**src/rtl/adder_display_ctrl.sv**
```systemverilog
// rtl/adder_display_ctrl.sv - serial nibble adder with atomically committed, multiplexed 7-segment display
module adder_display_ctrl #(
  parameter int NDIG        = 4,
  parameter int REFRESH_DIV = 50000
) (
  input  logic              clk,
  input  logic              rst_n,
  input  logic              in_valid,
  output logic              in_ready,
  input  logic [4*NDIG-1:0] a,
  input  logic [4*NDIG-1:0] b,
  input  logic              blank,
  output logic              done,
  output logic              carry_out,
  output logic [6:0]        seg,
  output logic              dp,
  output logic [NDIG-1:0]   an
);
  localparam int KW = (NDIG > 1) ? $clog2(NDIG) : 1;
  localparam int CW = (REFRESH_DIV > 1) ? $clog2(REFRESH_DIV) : 1;

  typedef enum logic [1:0] {IDLE, ADD, COMMIT} state_t;

  state_t            state;
  logic [4*NDIG-1:0] la, lb, sh, sh_next, disp;
  logic [KW-1:0]     k, ptr;
  logic [CW-1:0]     cnt;
  logic              c;
  logic [4:0]        sum;
  logic [3:0]        nib;

  // The last digit's sum is folded into the commit so the buffer updates on the final ADD edge.
  always_comb begin
    sum = {1'b0, la[4*k +: 4]} + {1'b0, lb[4*k +: 4]} + {4'b0000, c};
    sh_next = sh;
    sh_next[4*k +: 4] = sum[3:0];
  end

  always_ff @(posedge clk) begin
    if (!rst_n) begin
      state     <= IDLE;
      in_ready  <= 1'b1;
      done      <= 1'b0;
      carry_out <= 1'b0;
      la        <= '0;
      lb        <= '0;
      sh        <= '0;
      disp      <= '0;
      k         <= '0;
      c         <= 1'b0;
    end else begin
      case (state)
        IDLE: begin
          if (in_valid) begin
            la       <= a;
            lb       <= b;
            k        <= '0;
            c        <= 1'b0;
            in_ready <= 1'b0;
            state    <= ADD;
          end
        end
        ADD: begin
          sh <= sh_next;
          c  <= sum[4];
          k  <= k + 1'b1;
          if (k == KW'(NDIG - 1)) begin
            disp      <= sh_next;
            carry_out <= sum[4];
            done      <= 1'b1;
            state     <= COMMIT;
          end
        end
        COMMIT: begin
          done     <= 1'b0;
          in_ready <= 1'b1;
          state    <= IDLE;
        end
        default: begin
          done     <= 1'b0;
          in_ready <= 1'b1;
          state    <= IDLE;
        end
      endcase
    end
  end

  // Scanner is free-running; blank only gates the outputs.
  always_ff @(posedge clk) begin
    if (!rst_n) begin
      cnt <= '0;
      ptr <= '0;
    end else if (cnt == CW'(REFRESH_DIV - 1)) begin
      cnt <= '0;
      ptr <= (ptr == KW'(NDIG - 1)) ? '0 : ptr + 1'b1;
    end else begin
      cnt <= cnt + 1'b1;
    end
  end

  always_comb begin
    nib = disp[4*ptr +: 4];
    seg = '0;
    case (nib)
      4'h0: seg = 7'b1111110;
      4'h1: seg = 7'b0110000;
      4'h2: seg = 7'b1101101;
      4'h3: seg = 7'b1111001;
      4'h4: seg = 7'b0110011;
      4'h5: seg = 7'b1011011;
      4'h6: seg = 7'b1011111;
      4'h7: seg = 7'b1110000;
      4'h8: seg = 7'b1111111;
      4'h9: seg = 7'b1111011;
      4'hA: seg = 7'b1110111;
      4'hB: seg = 7'b0011111;
      4'hC: seg = 7'b1001110;
      4'hD: seg = 7'b0111101;
      4'hE: seg = 7'b1001111;
      4'hF: seg = 7'b1000111;
      default: seg = 7'b0000000;
    endcase
    dp = (nib > 4'd9);
    an = '0;
    an[ptr] = 1'b1;
    if (blank) begin
      seg = '0;
      dp  = 1'b0;
      an  = '0;
    end
  end
endmodule

```
**config.mk**
```make
export PLATFORM = sky130hd
export DESIGN_NAME = adder_display_ctrl
export DESIGN_NICKNAME = d
export VERILOG_FILES = /design/src/rtl/adder_display_ctrl.sv
export SDC_FILE = /design/constraint.sdc
export NUM_CORES = 1
export LEC_CHECK = 0
export ABC_AREA = 1
export ABC_CLOCK_PERIOD_IN_PS = 5000
export CAP_MARGIN = 10
export CORE_ASPECT_RATIO = 1.1
export CORE_MARGIN = 1.5
export CORE_UTILIZATION = 61
export CTS_CLUSTER_DIAMETER = 40
export DETAILED_ROUTE_END_ITERATION = 7
export PLACE_DENSITY = 0.95
export SLEW_MARGIN = 20
export SYNTH_ARGS = -nofsm -noshare
export SYNTH_HDL_FRONTEND = slang
export SYNTH_SLANG_ARGS = --single-unit
```
**constraint.sdc**
```tcl
create_clock -name clk -period 5 [get_ports clk]
set_input_delay 0.5 -clock clk [delete_from_list [all_inputs] [get_ports clk]]
set_output_delay 0.5 -clock clk [all_outputs]
set_load 0.05 [all_outputs]
```
# After elaboration in Yosys (flattened, before gate mapping)
# Memories as Yosys holds them, arrays and structs flattened.
# Index checks and enable logic that the tools add are counted.
# Widths: inputs -> output; s select.
[word_totals]
regBits = 90
latch_bits = 0
ram_bits = 0
mem_bits_ro = 112
in_bits = 36
output_inout_bits = 15
n_memories = 1
[op_classes]
add_sub_neg = 6
mul = 0
div_mod_pow = 0
order_cmp = 3
n_eq_ne = 6
n_shift = 5
mux = 17
bitwise_logic = 3
reduce_logical = 10
[memory_table]
columns = ["memory", "depth", "word_bits", "read_ports", "rd_ports_with_merged_regs", "write_ports", "line_no", "text"]
rows = [
  ["(no name shown)", 16, 7, 1, 0, 0, "104", "case (nib)"],
]
[op_table]
columns = ["op", "count"]
rows = [
  ["$shiftx 16x5->4", 3],
  ["$neg 4->34", 1],
  ["$shift 4x34->16 const A", 1],
  ["$shiftx 4x34->16", 1],
  ["$add 16x1->16 const B", 1],
  ["$bwmux 16", 1],
  ["$eq 16x16->1 const B", 1],
  ["$reduce_and 2->1", 6],
  ["$mux 2", 4],
  ["$pmux 2 s2", 2],
  ["$mux 7", 1],
  ["$pmux 1 s2", 3],
  ["$add 4x4->5", 1],
  ["$add 5x1->5", 1],
  ["$add 2x1->2 const B", 2],
  ["$eq 2x2->1 const B", 2],
  ["$gt 4x4->1 const B", 1],
  ["$mux 1", 4],
  ["$mux 4", 1],
  ["$ne 2x2->1 const B", 2],
  ["$lt 2x3->1 const B", 1],
  ["$not 1->1", 3],
  ["$demux 1 s2", 1],
  ["$eq 2x1->1 const B", 1],
  ["other kinds (5)", 5],
]

# Logic depth before layout (Yosys ltp)
# Gate-level depths: netlist of run 1.
[logic_depth]
depth_word = 5
depth_mapped = 16

# Worst setup path before layout of run 1
# OpenSTA, ideal clock, no wires.
[synth_path]
path_type = "register to output"
start = "register ptr[0]"
end = "output port seg[0]"
t_arrival_ns = 2.281
t_required_ns = 4.500
path_slack_ns = 2.219
path_stages_with_launch = 11
n_path_buf = 1
path_cell_list = "dfxtp_1 buf_6 inv_6 nand2_1 nand3_1 nand2_1 inv_1 ha_1 nand2_1 a21oi_1 nor3_1"
[synth_via]
elab_chain_cells = 3
[synth_rtl]
columns = ["element", "line_no", "text"]
rows = [
  ["start, declared", "26", "logic [KW-1:0] k, ptr;"],
  ["start signal, assigned", "95", "ptr <= (ptr == KW'(NDIG - 1)) ? '0 : ptr + 1'b1;"],
  ["$shiftx 16x5->4", "102", "nib = disp[4*ptr +: 4];"],
  ["$mem_v2 16x7", "n/a", ""],
  ["$mux 7", "126", "if (blank) begin"],
  ["end, declared", "15", "output logic [6:0] seg,"],
]
# No other way between the ends.

# Worst setup path after layout of run 1
[layout_path]
start = "register k[0]"
end = "register sh[13]"
[layout_via]
elab_chain_cells = 5
elab_cells_between_ends = 8
[layout_rtl]
columns = ["element", "line_no", "text"]
rows = [
  ["start, declared", "26", ""],
  ["start signal, assigned", "66", "k <= k + 1'b1;"],
  ["$shiftx 16x5->4", "34", "sum = {1'b0, la[4*k +: 4]} + {1'b0, lb[4*k +: 4]} + {4'b0000, c};"],
  ["$add 4x4->5", "34", ""],
  ["$add 5x1->5", "34", ""],
  ["$shiftx 4x34->16", "36", "sh_next[4*k +: 4] = sum[3:0];"],
  ["$bwmux 16 (*)", "36", ""],
  ["end signal, assigned", "64", "sh <= sh_next;"],
  ["end, declared", "25", "logic [4*NDIG-1:0] la, lb, sh, sh_next, disp;"],
]
# Mark *: on every way between the ends. The rest lies on a longest branch, timed or not.
# A chain may end at the register's enable or synchronous reset.

==> impl_results.md, run 1 <==
* CP arrival at between 3000 and 4000 ps
* Worst Setup Start Kind: register
* Mapped Nets at 710
* Num rows at 33
* Post-CTS Setup Bufs at 0
* MaxCap Viol Count at 0
* Total Wirelength at slightly above 10 mm
* Largest net degree at the start of global routing at 35
* Detail-routed via count per cell at between 5 and 6
* Inst Count DP at between 700 and 800
* Area share of the largest cell type after synthesis at between 30 and 40%
* Die Height at roughly 94 um
* CP top delay family: flip-flops
* Pre-antenna DRT Iters at 5
* Crit-path slowest cell: dfxtp_1
* Critical R2R Launch: k[0]$_SDFFE_PN0P_
* Top FF cell, synth: dfxtp_1
* Yosys cell types at 40
* Leakage power at about 2.4 nW
* Comb pwr share at 16.6%
* Relative slew slack at a little over a third
* I/O Pins at 51
* Initial DRC count at approximately 280
* Final Skew at approximately 8.5 ps
* Crit path cell chain: inv_1 > o21ai_0 > o22ai_1 > fa_1 > inv_1 > fa_1 > nor2_1 > nand2_1 > o22ai_1 > o21ai_0 > inv_1
* Final HPWL DP at 7.31 mm
* Die ar. at around 8000 sq um
* # H-tree levels at 3
* Crit path capture type: register
* Maximum clock path buffer count at 2
* Antenna violations before repair at 0
* Hold Crit Class: reg -> reg
* DRC viols at 0
* Synth Area per Inst at between 7 and 8 sq um
* Final std cells w/o fill at 780
* Hold_sp: cnt[0]$_SDFF_PP0_
* Fin crit share at 70.8%
* Cells after synthesis at 653
* Clock group share of total power at between 30% and 40%
* Critical path class: reg -> reg
* Vias in the first global route at a little over 4,000
* RSZ-0062 raised after global routing: no
* Core area at between 7000 and 8000 sq um
* Buf/Inv on CP at 3
* Root Driver: clkbuf_8
* Initial core utilization at 62.4%
* I/O Buffers at 50
* Number of warnings issued by yosys at 0
* Seq pwr share at approximately half
* Die width at 86.1 um
* Worst VDD drop at approximately 280 uV
* Sum Neg Setup Slack at 0 ps
* Post-synth EDFFs at 0
* Largest area contributor in the netlist: dfxtp_1
* CTS Buf Count at 9
* Worst setup startpoint: k[0]$_SDFFE_PN0P_
* Final ANT Viol Nets at 0
* CTS tree: built
* Worst slew pin tran at between 900 and 1000 ps
* Total grt overflow at 0
* First-pass GRT wire length at between 15 and 20 mm
* WL/cell at between 10 and 15 um
* Power Dens Cells at roughly 300 nW/um^2
* Final Setup Violations at 0
* Synth top area cells: dfxtp_1, o21ai_0, nor2_1, inv_1, nand2_1
* Max Slew Vio Count at 0
* Sink Count at 90
* Most common cell on crit path: inv_1
* Peak Freq at 282 MHz
* Tmin final at between 3000 and 4000 ps
* Gp weighted congestion at 0.875
* Sequential share of the synthesized area at 38.8%
* Status: complete, no violations
* Switching share of power at 29.1%
* Crit path required time at about 5300 ps
* Area delta synth->final at 14.8%
* Net Sw Power at ~0.45 mW
* # diodes at 0
* CTS clock-pin slew for the worst setup and hold paths at ~90 ps
* Vias at between 4,000 and 5,000
* Final Hold Viols at 0
* Worst path max stage delay at 880 ps
* Ratio of cells with drive above 1 in the final layout at 8.08%
* Nets@finish at about 750
* Power Internal at roughly 1.1 mW
* Post_cts resized at 0
* Async SR Flop Fraction at 0%
* Post-CTS Hold Buffers at 0
* Synthesized cell area at 4640 sq um
* Seq cells post-synth at 90
* Overall Global Routing Usage at approximately 27%
* Worst skew pair latency at roughly 370 ps
* Max FO, Critical Path at 26
-- final cells by class --
| type | instances | area, sq um |
|---|---|---|
| sequential | 90 | 1800 |
| multi-input combinational | 437 | 2310 |
| timing repair buffer | 53 | 523 |
| fill | 571 | 2110 |
| tap | 87 | 109 |
| clock inverter | 6 | 72.6 |
| clock buffer | 10 | 138 |
| inverter | 97 | 369 |
-- state kept, by name, summed over array words and instances (netlist names) --
register and cells:
la 16, done 1, state 2, in_ready 1, disp 16, carry_out 1, k 2, lb 16
ptr 2, cnt 16, c 1, sh 16
-- per-stage QoR --
stage / setup slack, ps / utilization, % / power (mW) / cell area (sq um) / hold slack (ps)
final: 1460 / 71.6 / 1.56 / 5330 / 470
after global routing: 1180 / 71.6 / 1.63 / 5330 / 498
after CTS: 1560 / 71.6 / 1.56 / 5330 / 473
after detailed placement: 1630 / 68.8 / 1.05 / 5110 / 455
after global placement: 1830 / 68.8 / 1.04 / 5110 / 437
after floorplan: 2220 / - / 0.973 / 4640 / 428
-- worst paths after layout --
check | endpoint | slack [ps] | cells after the start
max | sh[13]$_SDFFE_PN0P_ | 1460 | 11
min | cnt[0]$_SDFF_PP0_ | 470 | 1
max reg2reg | sh[13]$_SDFFE_PN0P_ | 1460 | 11
min reg2reg | cnt[0]$_SDFF_PP0_ | 470 | 1
-- logic make-up (layout without fill, tap and decap cells) --
group | after synthesis | after routing | synth area share, %
fa+ha+maj | 21 | 21 | 5.99
xor+xnor | 5 | 5 | 0.944
buf+inv | 126 | 166 | 11.3
flops | 90 | 90 | 38.8
compound gates | 155 | 155 | 18.8
simple gates | 256 | 256 | 24.1
-- cells in the final DEF, fill, tap and decap left out, types with 2 or more instances in the layout --
cell type,n
nand4_1,4
clkinv_4,2
ha_1,19
clkdlybuf4s50_1,50
clkbuf_8,10
a21oi_1,28
o21ai_0,82
a31oi_1,2
inv_1,92
o21bai_1,10
fa_1,2
inv_6,3
buf_4,3
nand3_2,4
nor3_1,6
a21oi_2,4
o21a_1,6
nand2_1,78
nor2_1,109
o21ai_1,2
inv_2,4
dfxtp_1,90
a32oi_1,2
nand3_1,30
nand2_2,7
o22ai_1,15
nor2_2,13
xor2_1,4
-- per-layer routing --
layer  GRT usage (%)  routed length, um  vias up  part of all wire, %
li1                -                  -     2163                    -
met1            30.2               4220     2011                   42
met2            47.0               5030      170                   50
met3            6.73                553       30                  5.5
met4            13.2                321        0                  3.2
met5               0                  0        -                    0
-- power by group through the flow --
stage	registers, mW	logic [mW]	clock network, mW
after floorplan	0.789	0.184	0
after global placement	0.795	0.241	0
after detailed placement	0.797	0.255	0
after CTS	0.780	0.256	0.525
after global routing	0.786	0.290	0.554
final	0.781	0.259	0.521
-- worst register-to-register path: cells and delay by family, from the launching register on --
kind	cells	cell delay, ps
AO/OA/AOI/OAI	4	780
adder cells (fa/ha/maj)	2	880
AND/OR/NAND/NOR	2	230
flip-flops	1	880
buffers and inverters	3	710
-- synth_stat cells, types with 6 or more instances --
cell	n
buf_2	11
nand2_2	7
o21a_1	6
o21ai_0	82
o21bai_1	10
nor2_2	13
o22ai_1	15
dfxtp_1	90
ha_1	19
inv_1	92
a21oi_1	28
nor3_1	6
nand2_1	78
clkbuf_1	13
nor2_1	109
nand3_1	30
Power figures use the tool's default switching activity.
==> inputs of run 2 (changes only) <==
--- a/config.mk
+++ b/config.mk
@@ -6,14 +6,14 @@
 export NUM_CORES = 1
 export LEC_CHECK = 0
 export ABC_AREA = 1
-export ABC_CLOCK_PERIOD_IN_PS = 5000
+export ABC_CLOCK_PERIOD_IN_PS = 2950
 export CAP_MARGIN = 10
 export CORE_ASPECT_RATIO = 1.1
 export CORE_MARGIN = 1.5
-export CORE_UTILIZATION = 61
+export CORE_UTILIZATION = 51
 export CTS_CLUSTER_DIAMETER = 40
 export DETAILED_ROUTE_END_ITERATION = 7
-export PLACE_DENSITY = 0.95
+export PLACE_DENSITY = 0.88
 export SLEW_MARGIN = 20
 export SYNTH_ARGS = -nofsm -noshare
 export SYNTH_HDL_FRONTEND = slang
==> constraint.sdc (replaced) <==
create_clock -name clk -period 2.95 [get_ports clk]
set_input_delay 0.295 -clock clk [delete_from_list [all_inputs] [get_ports clk]]
set_output_delay 0.295 -clock clk [all_outputs]
set_load 0.05 [all_outputs]
==> run 2 against run 1 <==
Compared with the run above: clock power grew 64%; first-iteration DRC count shrank 10%; sequential cell count did not move; clock-buffer cell count stayed put; clock skew rose by 4.9 ps; hold slack better by 0.55 ps.
==> impl_results.md, run 2 (synthesis gave the netlist of run 1 again) <==
* Hold Crit Class: reg -> reg
* Max Slew Vio Count at 0 (unchanged)
* Most frequent cells in the layout: nor2_1, inv_1, dfxtp_1, o21ai_0, nand2_1
* Relative slew slack at 54.2% (+18 points)
* Worst Setup Start Kind: register
* Sink Count at 90 (unchanged)
* Antenna violations before repair at 0 (unchanged)
* Total grt overflow at 0 (unchanged)
* MaxCap Viol Count at 0 (unchanged)
* CTS clock-pin slew for the worst setup and hold paths at 90 ps (about the same)
* Power Dens Cells at 489 nW/um^2 (+67%)
* Post_cts resized at 0 (unchanged)
* Die ar. at 9680 sq um (+19%)
* Sum Neg Setup Slack at 0 ps (unchanged)
* Core area at 8830 sq um (+19%)
* Detail-routed via count per cell at 5.29 (-5.7%)
* Crit path required time at 2650 ps (-2660 ps)
* Gp weighted congestion at 0.945 (+8.0%)
* # diodes at 0 (unchanged)
* Pre-antenna DRT Iters at 5 (unchanged)
* Initial core utilization at 52.5% (-9.9 points)
* Post-CTS Hold Buffers at 0 (unchanged)
* CP arrival at 2420 ps (-1430 ps)
* Area delta synth->final at 15.9%
* Leakage power at 2.41 nW (+1.6%)
* Vias in the first global route at 4,113 (+0.34%)
* Ratio of cells with drive above 1 in the final layout at 10.0% (+1.9 points)
* Post-CTS Setup Bufs at 0 (unchanged)
* Die Height at 103 um (+9.1%)
* Fillers at 763 (+34%)
* Peak Freq at around 370 MHz
* Total Wirelength at 10.4 mm (+3.2%)
* Die width at 93.9 um (+9.0%)
* I/O Buffers at 50 (unchanged)
* Placed Area at 5170 sq um (+1.1%)
* Nets@finish at 751 (+0.81%)
* Final Skew at 13.4 ps (+4.92 ps)
* Initial DRC count at 251 (-10%)
* Fin area at 5380 sq um (+0.96%)
* Worst slew pin tran at 687 ps (-269 ps)
* RSZ-0062 raised after global routing: no
* WL/cell at 12.8 um (-1.0%)
* Overall Global Routing Usage at 22.2% (-4.5 points)
* # H-tree levels at 3 (unchanged)
* Final ANT Viol Nets at 0 (unchanged)
* Fin crit share at between 90 and 100%
* Final Hold Viols at 0 (unchanged)
* Vias at 4,298 (-1.7%)
* Final HPWL DP at 7.73 mm (+5.8%)
* Largest net degree at the start of global routing at 35 (unchanged)
* Root Driver: clkbuf_8
* Max FO, Critical Path at 12 (-54%)
* First-pass GRT wire length at 17.2 mm (-0.16%)
* Final Setup Violations at 0 (unchanged)
* Worst skew pair latency at 360 ps (about the same)
* Status: complete, no violations
* Crit path capture type: primary output
* I/O Pins at 51 (unchanged)
* Tmin final at 2720 ps
* Commonest non-fill, non-tap cell in the layout: nor2_1
* Num rows at 36 (+9.1%)
* DRC viols at 0 (unchanged)
* Critical path class: reg -> out
* Maximum clock path buffer count at 2 (unchanged)
* CTS tree: built
* Worst VDD drop at 288 uV (+2.7%)
* CTS Buf Count at 9 (unchanged)
[run 2: changes by cell type in the layout (fill, tap and decap cells not counted), sizes merged]
cell	change
inv	-1
buf	+14
clkinv	+1
clkdlybuf4s50	-8
[run 2: path summary, 6_finish.rpt]
kind	startpoint	endpoint	slack, ps	cells after the start
hold / removal	done$_SDFFE_PN0P_	done$_SDFFE_PN0P_	470	2
setup reg to reg	k[0]$_SDFFE_PN0P_	sh[6]$_SDFFE_PN0P_	500	14
hold reg to reg	done$_SDFFE_PN0P_	done$_SDFFE_PN0P_	470	2
setup / recovery	ptr[0]$_SDFFE_PN0P_	seg[3]	230	10
[run 2: worst max-delay path: stages, from the launching register on]
cell,delay (ps)
dfxtp_1,620
inv_6,100
nand2_1,90
nand3_1,60
nand2_1,180
inv_1,100
ha_1,270
nor2_1,200
o21ai_0,130
nor2_1,100
buf_4,200
[run 2: final cells by class]
type | count | area (sq um) | share of cell area (%)
multi-input combinational | 437 | 2310 | 43.0
sequential | 90 | 1800 | 33.5
timing repair buffer | 59 | 548 | 10.2
inverter | 97 | 369 | 6.87
tap | 114 | 143 | 2.65
clock buffer | 10 | 138 | 2.56
clock inverter | 6 | 65.1 | 1.21
[run 2: per-stage QoR]
step	total power [mW]	setup slack [ps]	utilization (%)	hold WS, ps	std cells
2_1_floorplan	1.65	374	-	428	653
3_3_place_gp	1.77	675	58.6	438	797
3_5_place_dp	1.79	562	58.6	454	797
4_1_cts	2.63	232	60.9	472	813
5_1_grt	2.74	69.6	60.9	490	813
6_report	2.63	233	60.9	471	813
[run 2: where the power goes]
group,internal (mW),switching [mW],total [mW]
combinational,0.176,0.284,0.460
clock,0.416,0.437,0.853
sequential,1.28,0.0333,1.31
[run 2: layer usage]
| layer | vias to the layer above | global-route usage (%) | routed length, um | part of all wire (%) |
|---|---|---|---|---|
| met5 | - | 0 | 0 | 0 |
| met4 | 0 | 8.15 | 223 | 2.1 |
| met3 | 26 | 4.35 | 530 | 5.1 |
| met2 | 159 | 42.9 | 5320 | 51 |
| met1 | 1939 | 23.9 | 4370 | 42 |
| li1 | 2174 | - | - | - |
==> inputs of run 3 (changes only) <==
--- a/config.mk
+++ b/config.mk
@@ -7,13 +7,13 @@
 export LEC_CHECK = 0
 export ABC_AREA = 1
 export ABC_CLOCK_PERIOD_IN_PS = 2950
-export CAP_MARGIN = 10
 export CORE_ASPECT_RATIO = 1.1
 export CORE_MARGIN = 1.5
-export CORE_UTILIZATION = 51
+export CORE_UTILIZATION = 57
 export CTS_CLUSTER_DIAMETER = 40
 export DETAILED_ROUTE_END_ITERATION = 7
-export PLACE_DENSITY = 0.88
+export DONT_BUFFER_PORTS = 1
+export PLACE_DENSITY = 0.87
 export SLEW_MARGIN = 20
 export SYNTH_ARGS = -nofsm -noshare
 export SYNTH_HDL_FRONTEND = slang
==> run 3 against run 2 <==
Compared with the run above: via count decreased by 3.0%; critical path depth unchanged; sequential cell count stayed put; largest power group unchanged.
==> impl_results.md, run 3 (synthesis gave the netlist of run 1 again) <==
* Status: complete, no violations
* Final Setup Violations at 0 (unchanged)
* Switching share of power at 29.7% (+0.95 points)
* Root Driver: clkbuf_8
* MaxCap Viol Count at 0 (unchanged)
* Worst skew pair latency at 360 ps (about the same)
* DRC viols at 0 (unchanged)
* Critical path class: reg -> out
* Final std cells w/o fill at 766 (-5.8%)
* Total power at 2.46 mW (-6.4%)
* Most frequent cells in the layout: nor2_1, inv_1, dfxtp_1, o21ai_0, nand2_1
* Crit path required time at 2650 ps (about the same)
* CTS tree: built
* I/O Pins at 51 (unchanged)
* Num rows at 34 (-5.6%)
* I/O Buffers at 0 (-100%)
* Overall Global Routing Usage at 23.9% (+1.6 points)
* Nets@finish at 710 (-5.5%)
* # diodes at 0 (unchanged)
* Hold Crit Class: in -> reg
* Core area at 7910 sq um (-10%)
* Die ar. at 8690 sq um (-10%)
* M2 GR Usage at 39.2% (-3.8 points)
* Detail-routed via count per cell at 5.44 (+2.9%)
* Commonest non-fill, non-tap cell in the layout: nor2_1
* Total grt overflow at 0 (unchanged)
* Crit path cell chain: inv_6 > nand2_1 > nand3_1 > nand2_1 > inv_1 > ha_1 > nand3_1 > nand2_1 > a31oi_1 > buf_4
* Clock group share of total power at 30.8% (-1.7 points)
* Tmin final at 2660 ps (-61.8 ps)
* Seq pwr share at 53.6% (+3.6 points)
* Pre-antenna DRT Iters at 4 (-1)
* Final HPWL DP at 6.95 mm (-10%)
* Power Dens Cells at 499 nW/um^2 (+2.0%)
* RSZ-0062 raised after global routing: no
* Worst path max stage delay at 640 ps (+20 ps)
* Worst VDD drop at 374 uV (+30%)
* Die width at 89.0 um (-5.2%)
* Antenna violations before repair at 0 (unchanged)
* Post_cts resized at 0 (unchanged)
* Met1 Use GR at 29.0% (+5.1 points)
* Peak Freq at 377 MHz (+2.3%)
* CTS Buf Count at 9 (unchanged)
* Vias at 4,167 (-3.0%)
* Post-CTS Setup Bufs at 0 (unchanged)
* Final Hold Viols at 0 (unchanged)
* Crit-path slowest cell: dfxtp_1
* Max FO, Critical Path at 12 (unchanged)
* Fin crit share at 90.0% (-2.1 points)
* Final ANT Viol Nets at 0 (unchanged)
* Fin area at 4930 sq um (-8.2%)
* Sink Count at 90 (unchanged)
* Placed Area at 4750 sq um (-8.3%)
* First-pass GRT wire length at 16.5 mm (-4.0%)
* Ratio of cells with drive above 1 in the final layout at 10.5% (+0.47 points)
* Worst Setup Start Kind: register
* Largest net degree at the start of global routing at 56 (+60%)
* Power Internal at 1.73 mW (-7.6%)
* CTS clock-pin slew for the worst setup and hold paths at 90 ps (about the same)
* Initial DRC count at 261 (+4.0%)
* Vias in the first global route at 3,905 (-5.1%)
* Max Slew Vio Count at 0 (unchanged)
* Worst slew pin tran at 891 ps (+204 ps)
* # H-tree levels at 3 (unchanged)
* Inst Count DP at 749 (-6.0%)
* Maximum clock path buffer count at 2 (unchanged)
* Sum Neg Setup Slack at 0 ps (unchanged)
* Net Sw Power at 0.729 mW (-3.3%)
* Most used routing layer: met2
* CP arrival at 2360 ps (-60 ps)
* WL/cell at 12.7 um (-1.5%)
* Post-CTS Hold Buffers at 1 (+1)
* Crit path capture type: primary output
* Worst hold slack at 64.2 ps (-406 ps)
* Area delta synth->final at 6.37%
* Total Wirelength at 9.69 mm (-7.2%)
* Final Skew at 10.1 ps (-3.38 ps)
* Relative slew slack at 40.4% (-14 points)
* Grt met3 use at 3.48% (-0.87 points)
* Leakage power at 2.23 nW (-7.3%)
* Die Height at 97.6 um (-5.3%)
* Most common cell on crit path: nand2_1
* Initial core utilization at 58.6% (+6.1 points)
* Comb pwr share at 15.6% (-1.9 points)
* Gp weighted congestion at 0.930 (-1.5%)
[run 3: worst paths after layout]
kind,start,to,slack [ps],cells past startpoint
worst min register to register,cnt[0]$_SDFF_PP0_,cnt[0]$_SDFF_PP0_,470,1
worst min-delay path,rst_n,la[3]$_SDFFE_PN0P_,60,2
worst max register to register,k[0]$_SDFFE_PN0P_,disp[5]$_SDFFE_PN0P_,400,11
worst max-delay path,ptr[0]$_SDFFE_PN0P_,seg[2],290,10
[run 3: power by group through the flow]
stage | Combinational, mW | Clock [mW] | Sequential (mW)
floorplan | 0.312 | 0 | 1.34
global placement | 0.363 | 0 | 1.34
detailed placement | 0.378 | 0 | 1.35
CTS | 0.382 | 0.768 | 1.32
global route | 0.435 | 0.821 | 1.32
finish | 0.384 | 0.758 | 1.32
[run 3: layout make-up]
cell class	instances	area, sq um
Clock buffer	10	128
Clock inverter	6	50.0
Fill cell	703	2980
Inverter	97	369
Multi-Input combinational cell	437	2310
Sequential cell	90	1800
Tap cell	108	135
Timing Repair Buffer	18	138
[run 3: worst max-delay path: cells and delay by family, from the launching register on]
family,cells,cell delay (ps)
AOI/OAI and AO/OA,1,160
buffers and inverters,3,440
adders and majority gates,1,260
and+or+nand+nor,5,490
DFF,1,640
[run 3: through the flow]
stage	worst slack [ps]	utilization (%)
6_report	295	62.3
5_1_grt	88.1	62.3
4_1_cts	287	62.3
3_5_place_dp	512	60.0
3_3_place_gp	638	60.0
2_1_floorplan	374	-
[run 3: metal layers]
layer	wire length [um]	vias up	part of all wire [%]
met2	4650	146	48
met3	460	38	4.7
li1	-	2101	-
met5	0	-	0
met1	4220	1882	44
met4	361	0	3.7
